$ cat src/rtl/divclk_sequencer.sv
// divclk_sequencer: run/stop controller around a 50%-duty programmable clock divider.
// New half-periods are staged in a shadow register and applied only at period boundaries.
module divclk_sequencer #(
    parameter int WIDTH     = 32,
    parameter int N_DEFAULT = 1,
    parameter int BURST_W   = 16
) (
    input  logic               clk,
    input  logic               reset,
    input  logic               cfg_valid,
    input  logic [WIDTH-1:0]   cfg_half,
    output logic               cfg_ready,
    input  logic               start,
    input  logic               stop,
    input  logic [BURST_W-1:0] burst_len,
    output logic               out,
    output logic               rise_pulse,
    output logic               busy,
    output logic               done,
    output logic [BURST_W-1:0] period_cnt
);
    localparam logic [WIDTH-1:0] N_RST = WIDTH'(N_DEFAULT);

    typedef enum logic [1:0] {IDLE, HIGH, LOW} state_t;

    state_t             state;
    logic [WIDTH-1:0]   cnt;
    logic [WIDTH-1:0]   active_n;
    logic [WIDTH-1:0]   shadow_n;
    logic [WIDTH-1:0]   cfg_n;
    logic [BURST_W-1:0] target;
    logic [BURST_W-1:0] pc_next;
    logic               pending;
    logic               stop_pend;
    logic               accept;
    logic               half_end;
    logic               finish;

    assign cfg_ready = ~pending;
    assign accept    = cfg_valid & ~pending;
    assign cfg_n     = (cfg_half == '0) ? WIDTH'(1) : cfg_half;
    // active_n is never 0, so the subtraction cannot wrap
    assign half_end  = cnt == active_n - WIDTH'(1);
    assign pc_next   = (&period_cnt) ? period_cnt : period_cnt + BURST_W'(1);
    assign finish    = stop_pend | ((target != '0) && (pc_next == target));

    always_ff @(posedge clk or negedge reset) begin
        if (!reset) begin
            state      <= IDLE;
            cnt        <= '0;
            active_n   <= N_RST;
            shadow_n   <= N_RST;
            target     <= '0;
            pending    <= 1'b0;
            stop_pend  <= 1'b0;
            out        <= 1'b0;
            rise_pulse <= 1'b0;
            busy       <= 1'b0;
            done       <= 1'b0;
            period_cnt <= '0;
        end else begin
            rise_pulse <= 1'b0;
            done       <= 1'b0;
            if (accept)
                shadow_n <= cfg_n;
            case (state)
                IDLE: begin
                    if (accept)
                        active_n <= cfg_n;
                    if (start && !stop) begin
                        state      <= HIGH;
                        out        <= 1'b1;
                        rise_pulse <= 1'b1;
                        busy       <= 1'b1;
                        cnt        <= '0;
                        target     <= burst_len;
                        period_cnt <= '0;
                    end
                end
                HIGH: begin
                    if (accept)
                        pending <= 1'b1;
                    if (stop)
                        stop_pend <= 1'b1;
                    if (half_end) begin
                        state <= LOW;
                        out   <= 1'b0;
                        cnt   <= '0;
                    end else begin
                        cnt <= cnt + WIDTH'(1);
                    end
                end
                LOW: begin
                    if (stop)
                        stop_pend <= 1'b1;
                    if (!half_end) begin
                        cnt <= cnt + WIDTH'(1);
                        if (accept)
                            pending <= 1'b1;
                    end else begin
                        // period boundary: a value accepted on this very edge waits for the next one
                        cnt        <= '0;
                        period_cnt <= pc_next;
                        pending    <= accept;
                        if (pending)
                            active_n <= shadow_n;
                        if (finish) begin
                            state     <= IDLE;
                            busy      <= 1'b0;
                            done      <= 1'b1;
                            stop_pend <= 1'b0;
                        end else begin
                            state      <= HIGH;
                            out        <= 1'b1;
                            rise_pulse <= 1'b1;
                        end
                    end
                end
                default: begin
                    state <= IDLE;
                    out   <= 1'b0;
                    busy  <= 1'b0;
                end
            endcase
        end
    end
endmodule

$ cat config.mk
export PLATFORM = sky130hd
export DESIGN_NAME = divclk_sequencer
export DESIGN_NICKNAME = d
export VERILOG_FILES = /design/src/rtl/divclk_sequencer.sv
export SDC_FILE = /design/constraint.sdc
export NUM_CORES = 1
export LEC_CHECK = 0
export CELL_PAD_IN_SITES_DETAIL_PLACEMENT = 1
export CELL_PAD_IN_SITES_GLOBAL_PLACEMENT = 1
export CORE_MARGIN = 2
export CORE_UTILIZATION = 40
export CTS_BUF_LIST = sky130_fd_sc_hd__clkbuf_8
export CTS_CLUSTER_SIZE = 40
export DETAILED_ROUTE_END_ITERATION = 8
export PLACE_DENSITY = 0.72
export SYNTH_ARGS = -nofsm -noshare
export SYNTH_HDL_FRONTEND = slang
export SYNTH_SLANG_ARGS = --single-unit
$ cat constraint.sdc
create_clock -name clk -period 4.53 [get_ports clk]
set_input_delay 0.6795 -clock clk [delete_from_list [all_inputs] [get_ports clk]]
set_output_delay 0.6795 -clock clk [all_outputs]
set_load 0.005 [all_outputs]
---- Word level (Yosys, flattened, before mapping) ----
Index checks and enable logic that the tools add are counted.
cells by class
  $add $sub $neg .......................... 3
  equal/unequal tests ..................... 11
  mux-type cells .......................... 39
  bitwise operators ....................... 4
  reduce and logical (&&, ||, !) cells .... 18
operator list
  operator                                                              count
  32-bit two-way mux                                                    6
  32-bit one-hot mux with 2 select lines                                2
  16-bit two-way mux                                                    3
  32-bit by 1-bit adder with 32-bit output, second input constant       1
  32-bit == test                                                        1
  32-bit logical NOT                                                    1
  16-bit one-hot mux with 2 select lines                                1
  32-bit by 1-bit subtractor with 32-bit output, second input constant  1
  1-bit two-way mux                                                     18
  16-bit by 1-bit adder with 16-bit output, second input constant       1
  16-bit == test                                                        1
  16-bit AND reduction                                                  1
  16-bit nonzero test                                                   1
  2-bit != test, second input constant                                  7
  4-bit AND reduction                                                   3
  2-bit two-way mux                                                     3
  1-bit one-hot mux with 2 select lines                                 3
  1-bit one-hot mux with 3 select lines                                 2
  2-bit one-hot mux with 3 select lines                                 1
  3-bit AND reduction                                                   2
  2-bit nonzero test                                                    3
  2-bit AND reduction                                                   2
  2-bit by 1-bit == test with 1-bit output, second input constant       1
  2-bit == test, second input constant                                  1
  other kinds (7)                                                       9
word-level totals
  register bits ........................... 136
  input port bits ......................... 53
  output and inout bits ................... 21
  logic and storage cells ................. 87

---- Longest topological paths before layout ----
  word-level depth ........................ 8
  depth in mapped cells ................... 14
  mapped depth without buffers ............ 11

---- Least setup slack after synthesis ----
Ideal clock, no wire load.
  kind .................................... flip-flop to flip-flop
  start point ............................. reg active_n[5]
  end point ............................... reg active_n[10]
  setup time .............................. 0.125 ns
  arrival ................................. 3.938 ns
  data required time ...................... 4.405 ns
  setup slack ............................. 0.467 ns
  cell stages (with the launch flop) ...... 14
  path buffers ............................ 4
  path through ............................ dfrtp_1 > buf_6 > or4_1 > buf_2 > nor4_4 > nand4_1 > a2111o_1 > or4_4 > a2111oi_4 > and2_1 > buf_6 > a41o_4 > buf_12 > mux2_4
between the ends
  longest elaborated chain between the ends .. 4
ends and longest elaborated chain
  item                                           RTL line  source
  from (decl)                                    28        logic [WIDTH-1:0] active_n;
  from (signal assigned)                         69        active_n <= cfg_n;
  from (signal assigned)                         106       active_n <= shadow_n;
  32-bit by 1-bit subtractor with 32-bit output  43        assign half_end = cnt == active_n - WIDTH'(1);
  32-bit == test                                 43
  2-bit != test (no source line)                 n/a
  4-bit AND reduction (no source line)           n/a
No other way between the ends.
A chain may end at the register's enable or synchronous reset.

---- Worst setup path after layout ----
  start point ............................. reg active_n[6]
  end point ............................... reg active_n[23]
Same word-level chain as after synthesis.

==> results.md <==
* WL final at 25.07 mm
* YS warnings at 0
* Die height at 152.5 um
* Layout cell share with drive strength beyond 1 at 18.40%
* I/O pin count at 74
* Final GP Congestion at 0.9067
* Status: completed
* Antenna Nets Post-Route at 0
* Setup ws final at 0.2068 ns
* Number of global-route vias before repair at 7659
* Setup bufs post-CTS at 0
* CP Launch Type: flip-flop
* Net count after synthesis at 982
* Vias post-DR at 7380
* Most common flop cell mapped by yosys: dfrtp_1
* Drt initial violations at 338
* Yosys reg bits at 136
* Core box area at 0.02176 mm^2
* Critical path class: flip-flop to flip-flop
* Cts hold-fix bufs at 0
* Reg-to-Reg End: active_n[23]$_DFFE_PN0P_
* Post-Place Setup Slack at 0.2376 ns
* Hold Crit Class: input pin to asynchronous set/reset pin
* RSZ-0062 raised after global routing: no
* Pin count of the biggest net entering global routing at 80
* Max Cap Viol at 0
* Antenna Cells at 0
* CP arrival at 4.68 ns
* EDFF count, synth at 0
* Commonest non-fill, non-tap cells in the layout: dfrtp_1, mux2_2, nand2_1, clkdlybuf4s50_1
* CP endpoint kind: flip-flop
* Slew margin rel. at 34.14%
* Pre-antenna DRT Iters at 7
* Final period util at 95.43%
* Mapped cell area at 0.008821 mm^2
* Avg Cell Area, Syn at 9.567 um^2
* Distinct cell type count after synthesis at 68
* Fmax at 231.3 MHz
* Port bufs at 73
* Final Hold Viols at 0
* Via density at 5.816
* Pleak at 4.358 nW
* Row cnt at 54
* H-tree depth at 4
* DRC at 0
* Min Clock Period, post-route at 4.323 ns
* Asr flop ratio synth at 100.0%
* Synth Instances at 922
* Pwr dens at 324.7 mW/mm^2
* Sequential share of the synthesized area at 38.61%
* Max VDD drop at 0.0001746 V
* Post-DP HPWL at 18.64 mm
* Worst reg2reg startpoint: active_n[6]$_DFFE_PN0P_
* Starting density of the core at 40.55%
* TNS Setup at 0 ns
* Clk slew on worst S/H paths at 0.11 ns
* Depth of the most critical reg-to-reg path at 10
* Clk buf depth at 2
* CTS sink cnt at 136
* Post-cts sizing count at 0
* Final setup viols at 0
* Crit path max fanout at 18
* Chip Width at 152.5 um
* Most common cell after layout, fill and taps aside: dfrtp_1
* Reg-to-reg slack, setup at 0.21 ns
* Critical Path RT at 4.88 ns
* CTS tree: done
* Overflow after GRT at 0
* Setup Skew at 0.02487 ns
* Initial antenna violation count at 0
* Die area at 0.02326 mm^2
* Layout fillers at 2483
* Area growth syn-to-layout at 16.04%
* Root Driver: clkbuf_8
* CTS Buf Count at 17
* Nets at 1036
* First-pass GRT wire length at 41.41 mm
* Slew Limit Fails at 0
* Post-layout util at 47.05%
* Latest clock arrival within the worst-skew pair at 0.47 ns
* Slew @ Worst Pin at 0.9879 ns
* Wire per inst at 19.76 um
* Tot GR Track Use at 22.03%
==> cell usage after synthesis (5+ instances only) <==
cell,number,area share [%]
mux2_4,28,4.8
o21ai_0,45,2.6
nor4b_1,5,0.50
o21a_1,7,0.60
dfrtp_1,134,38
nand2b_1,9,0.64
a21oi_1,36,2.0
a21o_1,7,0.60
and3_1,21,1.5
and2_1,20,1.4
or3_1,6,0.43
mux2_2,80,10
nand4_1,18,1.3
o211ai_1,7,0.60
a211oi_1,6,0.51
a22o_1,8,0.79
nand2_1,78,3.3
ha_1,7,0.99
nor4_1,34,2.4
nand3_1,42,2.4
inv_1,20,0.85
nor2b_1,8,0.57
or4_1,10,0.85
o22ai_1,7,0.50
xnor2_1,32,3.2
a31oi_1,14,0.99
nor3_1,32,1.8
xor2_1,15,1.5
nor2_1,45,1.9
o2bb2ai_1,7,0.70
mux2i_1,17,1.9
clkbuf_1,50,2.1
==> how the worst max path moves through the flow <==
stage / start / end / slack, ns / cells after the start
after detailed placement: active_n[6]$_DFFE_PN0P_ / active_n[30]$_DFFE_PN0P_ / 0.24 / 10
after global routing: active_n[6]$_DFFE_PN0P_ / active_n[27]$_DFFE_PN0P_ / 0.06 / 10
after global placement: active_n[6]$_DFFE_PN0P_ / active_n[31]$_DFFE_PN0P_ / 0.32 / 10
final: active_n[6]$_DFFE_PN0P_ / active_n[23]$_DFFE_PN0P_ / 0.21 / 10
after floorplan: active_n[5]$_DFFE_PN0P_ / active_n[10]$_DFFE_PN0P_ / 0.47 / 13
after CTS: active_n[6]$_DFFE_PN0P_ / active_n[30]$_DFFE_PN0P_ / 0.22 / 10
==> cell type report <==
class | count | area, um^2 | share of cell area, %
multi-input cells | 705 | 5050 | 49.33
flip-flops and latches | 136 | 3406 | 33.27
well taps | 280 | 350.3 | 3.423
clock inverters | 15 | 203.9 | 1.992
inverters | 20 | 75.07 | 0.7334
clock buffers | 17 | 234.0 | 2.286
repair buffers | 96 | 917.1 | 8.960
==> logic make-up (layout without fill, tap and decap cells) <==
kind of cell	after synthesis	count (layout)	synth area share, %
flops	136	136	38.61
xor+xnor	47	47	4.667
simple gates	352	352	21.42
fa+ha+maj	7	7	0.9929
buf+inv	81	148	4.213
mux	125	125	16.91
compound gates	174	174	13.19
==> state kept, by name (all words and copies together), names as in the netlist <==
name	flops
stop_pend	1
active_n	32
out	1
busy	1
rise_pulse	1
done	1
shadow_n	32
target	16
pending	1
period_cnt	16
state	2
cnt	32
==> power by group <==
part / switching, mW / internal [mW] / total, mW
Sequential: 0.134 / 1.31 / 1.45
Clock: 0.631 / 0.429 / 1.06
Combinational: 0.452 / 0.366 / 0.818
==> routing by layer <==
metal | wire length (um) | GRT usage, %
met5 | 0 | 0
met1 | 10680 | 27.34
met3 | 747 | 3.584
met4 | 670 | 6.922
met2 | 12980 | 39.27
==> worst max-delay path, stage by stage (launching register included) <==
cell       delay (ns)
dfrtp_1          0.46
or4_1            0.69
nor4_4           0.45
nand4_1          0.14
a2111o_1         0.39
or4_4            0.55
a2111oi_4        0.39
and2_1           0.22
a41o_4           0.38
buf_12           0.22
mux2_4           0.31
==> per-stage QoR <==
stage	cells	total power, mW	hold WS [ns]	area, um^2
global placement	1237	2.271	0.4649	9798
CTS	1269	3.365	0.2402	10240
finish	1269	3.324	0.2160	10240
floorplan	922	1.962	0.3839	8821
detailed placement	1237	2.289	0.4847	9798
global route	1269	3.511	0.2445	10240
Power figures use the tool's default switching activity.
